==> src/rtl/sar_search.sv <==
// Successive-approximation search controller: drives a trial value into an external
// comparator and binary-searches MSB-first. Optional early exit: SAR_EARLY_EXIT_EN.
module sar_search #(
  parameter int WIDTH = 8
) (
  input  logic             clk,
  input  logic             rst,
  input  logic             start,
  input  logic             cmp_eq,
  input  logic             cmp_gt,
  input  logic             cmp_lt,
  output logic [WIDTH-1:0] trial,
  output logic             busy,
  output logic             done,
  output logic [WIDTH-1:0] result,
  output logic             found,
  output logic             err
);

  localparam int IW = $clog2(WIDTH);
  localparam logic [IW-1:0] IDX_MSB = IW'(WIDTH - 1);
  localparam logic [IW-1:0] IDX_ONE = IW'(1);

`ifdef SAR_EARLY_EXIT_EN
  localparam bit EARLY_EXIT = 1'b1;
`else
  localparam bit EARLY_EXIT = 1'b0;
`endif

  typedef enum logic [1:0] {
    IDLE = 2'd0,
    RUN  = 2'd1,
    DONE = 2'd2
  } state_t;

  state_t           state_reg, state_next;
  logic [WIDTH-1:0] acc_reg, acc_next;
  logic [IW-1:0]    idx_reg, idx_next;
  logic [WIDTH-1:0] result_reg, result_next;
  logic             found_reg, found_next;
  logic             err_reg, err_next;

  logic [WIDTH-1:0] bit_mask;
  logic [WIDTH-1:0] trial_val;
  logic [WIDTH-1:0] acc_upd;
  logic             one_hot;
  logic             eq_hit;

  // Decode the bit index into a one-hot mask for the bit under test.
  for (genvar gi = 0; gi < WIDTH; gi++) begin : g_mask
    assign bit_mask[gi] = (idx_reg == IW'(gi));
  end

  assign trial_val = acc_reg | bit_mask;
  // Exactly one of three: odd parity excludes 0 and 2, the AND term excludes 3.
  assign one_hot   = (cmp_eq ^ cmp_gt ^ cmp_lt) & ~(cmp_eq & cmp_gt & cmp_lt);
  assign eq_hit    = one_hot & cmp_eq;
  assign acc_upd   = (one_hot && (cmp_gt || cmp_eq)) ? trial_val : acc_reg;

  always_ff @(posedge clk or posedge rst) begin
    if (rst) begin
      state_reg  <= IDLE;
      acc_reg    <= '0;
      idx_reg    <= '0;
      result_reg <= '0;
      found_reg  <= 1'b0;
      err_reg    <= 1'b0;
    end else begin
      state_reg  <= state_next;
      acc_reg    <= acc_next;
      idx_reg    <= idx_next;
      result_reg <= result_next;
      found_reg  <= found_next;
      err_reg    <= err_next;
    end
  end

  always_comb begin
    state_next  = state_reg;
    acc_next    = acc_reg;
    idx_next    = idx_reg;
    result_next = result_reg;
    found_next  = found_reg;
    err_next    = err_reg;

    case (state_reg)
      IDLE, DONE: begin
        if (start) begin
          state_next = RUN;
          acc_next   = '0;
          idx_next   = IDX_MSB;
          found_next = 1'b0;
          err_next   = 1'b0;
        end else begin
          state_next = IDLE;
        end
      end
      RUN: begin
        acc_next = acc_upd;
        if (!one_hot) err_next = 1'b1;
        if (eq_hit) found_next = 1'b1;
        if (EARLY_EXIT && eq_hit) begin
          result_next = trial_val;
          state_next  = DONE;
        end else if (idx_reg == '0) begin
          result_next = acc_upd;
          state_next  = DONE;
        end else begin
          idx_next = idx_reg - IDX_ONE;
        end
      end
      default: state_next = IDLE;
    endcase
  end

  assign trial  = (state_reg == RUN) ? trial_val : '0;
  assign busy   = (state_reg == RUN);
  assign done   = (state_reg == DONE);
  assign result = result_reg;
  assign found  = found_reg;
  assign err    = err_reg;

endmodule

==> config.mk <==
export PLATFORM = sky130hd
export DESIGN_NAME = sar_search
export DESIGN_NICKNAME = d
export VERILOG_FILES = /design/src/rtl/sar_search.sv
export SDC_FILE = /design/constraint.sdc
export NUM_CORES = 1
export LEC_CHECK = 0
export ABC_AREA = 1
export BUFFER_PORTS_ARGS = -buffer_cell sky130_fd_sc_hd__buf_4
export CAP_MARGIN = 15
export CORE_AREA = 2 2 42 64
export CTS_BUF_LIST = sky130_fd_sc_hd__clkbuf_8
export DETAILED_ROUTE_END_ITERATION = 8
export DIE_AREA = 0 0 44 66
export PLACE_DENSITY = 0.79
export SETUP_SLACK_MARGIN = 0.4
export SLEW_MARGIN = 20
export SYNTH_ARGS = -nofsm -noshare
export SYNTH_HDL_FRONTEND = slang
export SYNTH_SLANG_ARGS = --single-unit
export TNS_END_PERCENT = 30
==> constraint.sdc <==
create_clock -name clk -period 2.75 [get_ports clk]
set_input_delay 0.275 -clock clk [delete_from_list [all_inputs] [get_ports clk]]
set_output_delay 0.275 -clock clk [all_outputs]
set_load 0.01 [all_outputs]
---- After elaboration in Yosys (flattened, before gate mapping) ----
Cells that the tools add are included.
cells by class
  add/sub/neg operators ................... 1
  multiply operators ...................... 0
  divide/modulo/power cells ............... 0
  magnitude comparators ................... 0
  equality and inequality tests ........... 14
  shifts and indexed selects .............. 0
  mux-type cells .......................... 15
  bitwise logic cells ..................... 8
  reductions and logical operators ........ 11
operators by type and width
  kind                 count
  $mux 8               3
  $pmux 8 s2           1
  $eq 3x3->1 const B   4
  $reduce_and 3->1     3
  $or 8x8->8           1
  $eq 3x2->1 const B   2
  $mux 3               2
  $ne 2x2->1 const B   3
  $pmux 3 s2           1
  $and 1x1->1          4
  $mux 1               4
  $ne 2x1->1 const B   2
  $pmux 1 s2           2
  $pmux 2 s2           1
  $reduce_and 2->1     2
  $eq 3x1->1 const B   1
  $logic_not 3->1      1
  $sub 3x1->3 const B  1
  $eq 2x1->1 const B   1
  $eq 2x2->1 const B   1
  $logic_not 2->1      1
  $mux 2               1
  $reduce_bool 2->1    1
  $reduce_or 2->1      1
  4 further kinds      5
word-level totals
  flip-flop bits (word level) ............. 23
  bits in latches ......................... 0
  memory bits (writable) .................. 0
  bits in read-only memories .............. 0
  input port bits ......................... 6
  output and inout port bits .............. 20
  logic and storage cells ................. 55
  memories kept ........................... 0

---- Depth between registers and ports, before layout ----
Gate-level depths: netlist (run 1).
  word-level depth ........................ 7
  depth in mapped cells ................... 8
  mapped depth without buffers ............ 8

---- Worst setup path before layout (run 1) ----
Ideal clock, no wire load.
  path kind ............................... register to output
  start ................................... register idx_reg[0]
  end ..................................... output port trial[0]
  arrival ................................. 1.037 ns
  data required time ...................... 2.475 ns
  setup slack ............................. 1.438 ns
  cell stages (with the launch flop) ...... 5
  path buffers ............................ 0
  cells stage by stage .................... dfrtp_1 -> inv_1 -> ha_1 -> nand2_4 -> a21oi_2
between the ends
  longest elaborated chain between the ends .. 3
RTL lines
  item                    RTL line  RTL
  from (decl)             38        logic [IW-1:0] idx_reg, idx_next;
  from (signal assigned)  71        idx_reg <= idx_next;
  $logic_not 3->1         51        assign bit_mask[gi] = (idx_reg == IW'(gi));
  $or 8x8->8              54        assign trial_val = acc_reg | bit_mask;
  $mux 8                  116       assign trial = (state_reg == RUN) ? trial_val : '0;
  to (decl)               12        output logic [WIDTH-1:0] trial,
No other way between the ends.

---- Worst setup path after layout (run 1) ----
Ends and elaborated chain as after synthesis.

==> results.cfg, run 1 <==
[clock_tree]
cts_made_buffers = 3
cts_tree = built
clk_latency_ns = 0.27
cts_repair_resize_count = 0
root_buffer = clkbuf_8
cts.sinks = 23
clockBufferDepth = 2
ctsHtreeMaxLevel = 1
cts.reportedPaths.clkPinSlew_ns = 0.08
postCtsHoldBufs = 0
cts_setup_buffers = 0

[floorplanning]
io_pins = 26
start_util_pct = 54.0
die_h_um = 66
dieArea_um2 = 2900
die-width_um = 44
core-area_um2 = 2370
rows = 22

[synth]
post_synth_instance_area_um2 = 1280
syn_nets = 161
ys_seq_area_share_pct = 45.0
synthCells = 148
synth_cell_types = 22
syn-mean-instance-area_um2 = 8.64
synth_seq_cells = 23
synth_warnings = 0

[sta]
rsz0062_at_grt = no
fmax_mhz = 545
finalHoldViolations = 0
period_minus_slack_ns = 1.84
fin_skew_ns = 0.00182
slew_headroom_pct = 41.6
finalCritPeriodShare_pct = 66.8
final.setup.tns_ns = 0
worst_slew_pin_slew_ns = 0.876
setup_slack_ns = 0.914
drv_slew = 0
whs_ns = 0.195
setup-violations-final = 0

[critical_path]
critPathLaunchType = flip-flop
worstPathArrival_ns = 1.56
path_max_fanout = 5
crit_type = flip-flop to output port
max_stage_delay_ns = 0.42
critPathCaptureType = output port
crit_required_ns = 2.48
worstPathCellList = inv_1 -> ha_1 -> nand2_4 -> a21oi_2 -> buf_4
crit_slowest_cell = dfrtp_1
rrSetupSlack_ns = 1.24

[power]
power.total_mw = 1.66
ir_drop_v = 0.000635
p_leak_nw = 0.863
p_per_area_nw_per_um2 = 1090

[place]
io_buffers = 25
place_hpwl_mm = 1.88
gp_congestion = 0.897
place_area_um2 = 1480
post-place-ws_ns = 1.20

[global_routing]
grt_start_max_net_pins = 24
antenna_found_initial = 0
grt_usage_pct = 20.0
grt_pass1_vias = 1004
grt_pass1_wl_mm = 4.28
overflow = 0

[routing]
vias = 1007
wl_per_cell_um = 12.7
drt_wl_total_mm = 2.54
drt-initial-drc-count = 15
drcViolationCount = 0
first_pass_iters = 4
ant_nets = 0
post_drt_via_cell_ratio = 5.04

[final_layout]
n_antenna_cell = 0
final_cell_mix = nand2_1 (33), inv_1 (31), buf_4 (25), dfrtp_1 (23), o21ai_1 (12)
final_layout_size_suffix_gt1_share_pct = 29.5
mostFrequentLayoutCell = nand2_1
finalInstanceArea_um2 = 1530
nets = 190
synthToLayoutAreaGrowth_pct = 19.4

[worst_hold_path]
hold_path_class = primary input to asynchronous set/reset pin

[outcome]
status = finished, final reports clean

[run]
drv_cap = 0
-- critical path: cells and delay by family, from the launching register on --
family	cells	cell delay (ns)
flip-flops	1	0.42
buffers and inverters	2	0.36
adder cells (fa/ha/maj)	1	0.26
AO/OA/AOI/OAI	1	0.15
AND/OR/NAND/NOR	1	0.11
-- final timing paths --
path                       startpoint         end  cells after the start
max in group asynchronous         rst  acc_reg[1]                      2
hold reg to reg             result[6]   result[6]                      2
setup / recovery           idx_reg[0]    trial[0]                      5
min in group clk               cmp_eq       found                      3
setup reg to reg           idx_reg[0]   result[5]                      7
hold / removal                    rst   result[4]                      2
-- per-stage QoR --
stage / utilization (%) / cells
CTS: 64.5 / 200
finish: 64.5 / 200
detailed placement: 62.6 / 196
global placement: 62.6 / 196
floorplan: - / 148
global route: 64.5 / 200
-- layout make-up --
type | instances | area [µm²]
clock buffer | 3 | 41.3
clock inverter | 1 | 3.75
fill | 214 | 841
inverter | 33 | 124
multi-input combinational | 91 | 564
sequential | 23 | 576
tap | 24 | 30.0
timing repair buffer | 25 | 188
-- Yosys cell counts --
| library cell | instances | share of area [%] |
|---|---|---|
| nor2_2 | 6 | 2.9 |
| dfrtp_1 | 23 | 45 |
| nand2_1 | 33 | 9.7 |
| a31oi_1 | 1 | 0.49 |
| o21ai_2 | 2 | 1.4 |
| a21oi_2 | 1 | 0.69 |
| nand2_8 | 1 | 1.6 |
| nor2_4 | 1 | 0.88 |
| nand2_4 | 1 | 0.88 |
| o22ai_1 | 1 | 0.49 |
| nand2_2 | 4 | 2.0 |
| nand3_1 | 5 | 2.0 |
| nor2_1 | 5 | 1.5 |
| a21oi_1 | 4 | 1.6 |
| inv_2 | 3 | 0.88 |
| nand3_2 | 1 | 0.78 |
| o21ai_1 | 12 | 4.7 |
| buf_8 | 1 | 1.2 |
| o21ai_0 | 2 | 0.78 |
| a21oi_4 | 4 | 5.1 |
| inv_1 | 30 | 8.8 |
| ha_1 | 7 | 6.8 |
-- metal layers --
metal	wire, µm	vias to the layer above	global-route usage [%]
li1	-	510	-
met2	1340	23	36.4
met4	56	0	10.2
met1	1040	468	20.9
met5	0	-	0
met3	98	6	3.83
-- cell families (layout without fill, tap and decap cells) --
group                    after synthesis  after routing  synth area share [%]
AND/OR/NAND/NOR                       57             57                  22.1
flip-flops                            23             23                  45.0
AO/OA/AOI/OAI                         27             27                  15.2
buffers and inverters                 34             62                  10.9
adder cells (fa/ha/maj)                7              7                  6.85
-- power by group --
group / switching [mW] / internal [mW] / leakage [nW]
clock network: 0.113 / 0.0999 / 0.0269
logic: 0.548 / 0.359 / 0.545
registers: 0.0807 / 0.463 / 0.291
total: 0.741 / 0.922 / 0.863
Note: power is estimated with default switching activity, not from simulation.
==> inputs of run 2 (changes only) <==
Settings changed: ABC_AREA 1 to 0, CORE_AREA 2 2 42 64 to 2 2 41 62, DIE_AREA 0 0 44 66 to 0 0 43 64, PLACE_DENSITY 0.79 to 0.77.
Clock period 2.75 ns to 1.79 ns, I/O delays scaled along.
==> run 2 against run 1 <==
Worst hold slack better by 0.0017 ns. Sequential share of layout area is 1.4 points lower. Utilization is 7.6 points higher. Sequential cell count stayed put. Largest cell class is now multi-input combinational cells. Total power is 70% higher. Critical endpoint unchanged. Cell count is 15% lower. Routed wire length is 4.3% lower. Global-route usage is 0.60 points lower.
==> results.cfg, run 2 <==
[critical_path]
path_max_fanout = 4
worstSetupStartpoint = idx_reg[0]
reg2reg_to = result[6]
worstPathArrival_ns = 1.47
crit_slowest_cell = dfrtp_1
max_stage_delay_ns = 0.43
r2r_start = idx_reg[0]
worstPathCellList = inv_2 -> ha_4 -> and2b_2 -> nand2_4 -> o21ai_2 -> buf_4
critPathLaunchType = flip-flop
crit_required_ns = 1.61
crit_type = flip-flop to output port
rrSetupSlack_ns = 0.19
rr_worst_depth = 6
critPathCaptureType = output port

[outcome]
status = finished, final reports clean

[floorplanning]
core-area_um2 = 2210
io_pins = 26
dieArea_um2 = 2750
start_util_pct = 52.2
die-width_um = 43
rows = 21
die_h_um = 64

[clock_tree]
cts.reportedPaths.clkPinSlew_ns = 0.08
cts_tree = built
cts.sinks = 23
cts_made_buffers = 3
ctsHtreeMaxLevel = 1
clk_latency_ns = 0.26
root_buffer = clkbuf_8
clockBufferDepth = 2

[synth]
synth_warnings = 0
synth_seq_cells = 23
synth.most_common_cell = dfrtp_1
synth_top_area_share_pct = 50.0
ys.flop_type = dfrtp_1
synth_cell_types = 33
ys_top_cells_by_count = dfrtp_1 (23), nor2_1 (13), ha_1 (7), inv_1 (7)
post_synth_instance_area_um2 = 1150
async_flop_share_pct = 100
syn_nets = 124
synthCells = 111
yosysTopAreaCell = dfrtp_1
ys_top_cells_by_area = dfrtp_1 (50%), ha_1 (7.6%), nor2_1 (4.2%)
synth_edf_count = 0
syn-mean-instance-area_um2 = 10.4
ys_seq_area_share_pct = 50.0

[sta]
worst_slew_pin_slew_ns = 0.509
drv_slew = 0
slew_headroom_pct = 66.1
final.setup.tns_ns = 0
period_minus_slack_ns = 1.65
finalHoldViolations = 0
setup-violations-final = 0
fmax_mhz = 605
fin_skew_ns = 0.00384
finalCritPeriodShare_pct = 92.3
rsz0062_at_grt = yes

[power]
p_clk_share_pct = 11.0
p_leak_nw = 0.766
swShare_pct = 39.0
p_per_area_nw_per_um2 = 1780
power.total_mw = 2.82
p_int_mw = 1.72
seq_power_share_pct = 32.5
p_sw_mw = 1.10
ir_drop_v = 0.000877
combPwrFrac_pct = 56.5

[global_routing]
grt_usage_pct = 19.4
overflow = 0
antenna_found_initial = 0
grt_start_max_net_pins = 24
grt_pass1_wl_mm = 4.11
grt_pass1_vias = 926

[worst_hold_path]
hold_path_class = primary input to flip-flop
min_from = cmp_eq
hold_end = found
hold_depth = 2

[place]
io_buffers = 25
place_hpwl_mm = 1.72
place_area_um2 = 1410
dp_cells = 157
gp_congestion = 0.753

[final_layout]
final_layout_size_suffix_gt1_share_pct = 46.3
utilization_pct = 72.1
nets = 161
mostFrequentLayoutCell = buf_4
n_antenna_cell = 0
seqCellArea_um2 = 577
synthToLayoutAreaGrowth_pct = 38.2
multi_input_area_um2 = 609
finalInstanceArea_um2 = 1590
fillCellCount = 174
final_cell_mix = buf_4 (35), dfrtp_1 (22), nor2_1 (13), nand2_1 (6), o21ai_0 (5)
fin_cells = 170

[routing]
drt_wl_total_mm = 2.43
ant_nets = 0
drcViolationCount = 0
wl_per_cell_um = 14.3
first_pass_iters = 4
drt-initial-drc-count = 19
post_drt_via_cell_ratio = 5.36
vias = 912

[run]
drv_cap = 0
[run 2: changes by cell type in the layout (fill, tap and decap cells not counted), moves of 4 or more]
| cell | previous run | this run |
|---|---|---|
| inv_1 | 31 | 4 |
| nand2_2 | 4 | 0 |
| o21ai_1 | 12 | 4 |
| nor2_1 | 5 | 13 |
| nor2_2 | 6 | 0 |
| buf_4 | 25 | 35 |
| nand2_1 | 33 | 6 |
| ha_1 | 7 | 3 |
| ha_4 | 0 | 4 |
| a21oi_4 | 4 | 0 |
| a22o_1 | 0 | 4 |
[run 2: routing by layer]
metal / GRT usage, % / vias to the layer above / wire (µm)
met1: 21.3 / 436 / 1060
met3: 1.98 / 6 / 76
met2: 36.4 / 19 / 1250
met4: 8.33 / 0 / 42
met5: 0 / - / 0
li1: - / 451 / -
[run 2: what timing repair did]
action	in CTS	in global routing
endpoints found under the setup margin	23	26
hold buffers	1	0
gates resized for setup	8	10
hold endpoints to repair	23	0
pin swaps	3	3
buffers inserted	5	3
[run 2: kinds of logic after synthesis]
| group | after synthesis | synth area share (%) |
|---|---|---|
| AOI/OAI and AO/OA | 28 | 17.6 |
| adders and majority gates | 7 | 7.61 |
| DFF | 23 | 50.0 |
| buffers and inverters | 14 | 5.33 |
| muxes | 5 | 4.57 |
| and+or+nand+nor | 34 | 14.9 |
[run 2: critical path: cells and delay by family, from the launching register on]
| kind | cells | cell delay [ns] |
|---|---|---|
| flip-flops | 1 | 0.43 |
| adder cells (fa/ha/maj) | 1 | 0.17 |
| buffers and inverters | 2 | 0.23 |
| AO/OA/AOI/OAI | 1 | 0.05 |
| AND/OR/NAND/NOR | 2 | 0.33 |
[run 2: layout make-up]
cell class / count / share of cell area [%]
Clock buffer: 3 / 2.60
Clock inverter: 1 / 0.236
Inverter: 9 / 2.91
Multi-Input combinational cell: 74 / 38.3
Sequential cell: 23 / 36.3
Tap cell: 23 / 1.81
Timing Repair Buffer: 37 / 17.9
[run 2: per-stage QoR]
| stage | hold slack [ns] | setup slack, ns |
|---|---|---|
| 2_1_floorplan | 0.181 | 0.393 |
| 3_3_place_gp | 0.238 | 0.199 |
| 3_5_place_dp | 0.242 | 0.166 |
| 4_1_cts | 0.200 | 0.147 |
| 5_1_grt | 0.207 | 0.0917 |
| 6_report | 0.196 | 0.138 |
[run 2: power groups by stage]
stage / Combinational, mW / Sequential [mW] / Clock, mW
after floorplan: 0.788 / 0.930 / 0
after global placement: 1.30 / 0.903 / 0
after detailed placement: 1.34 / 0.915 / 0
after CTS: 1.50 / 0.906 / 0.314
after global routing: 1.74 / 0.943 / 0.334
final: 1.59 / 0.918 / 0.310
[run 2: worst max path at each step]
stage	endpoint	slack, ns	cells after the start
3_5_place_dp	acc_reg[6]	0.17	6
3_3_place_gp	acc_reg[4]	0.20	6
2_1_floorplan	acc_reg[4]	0.39	5
4_1_cts	trial[0]	0.15	6
5_1_grt	trial[0]	0.09	6
6_report	trial[0]	0.14	6
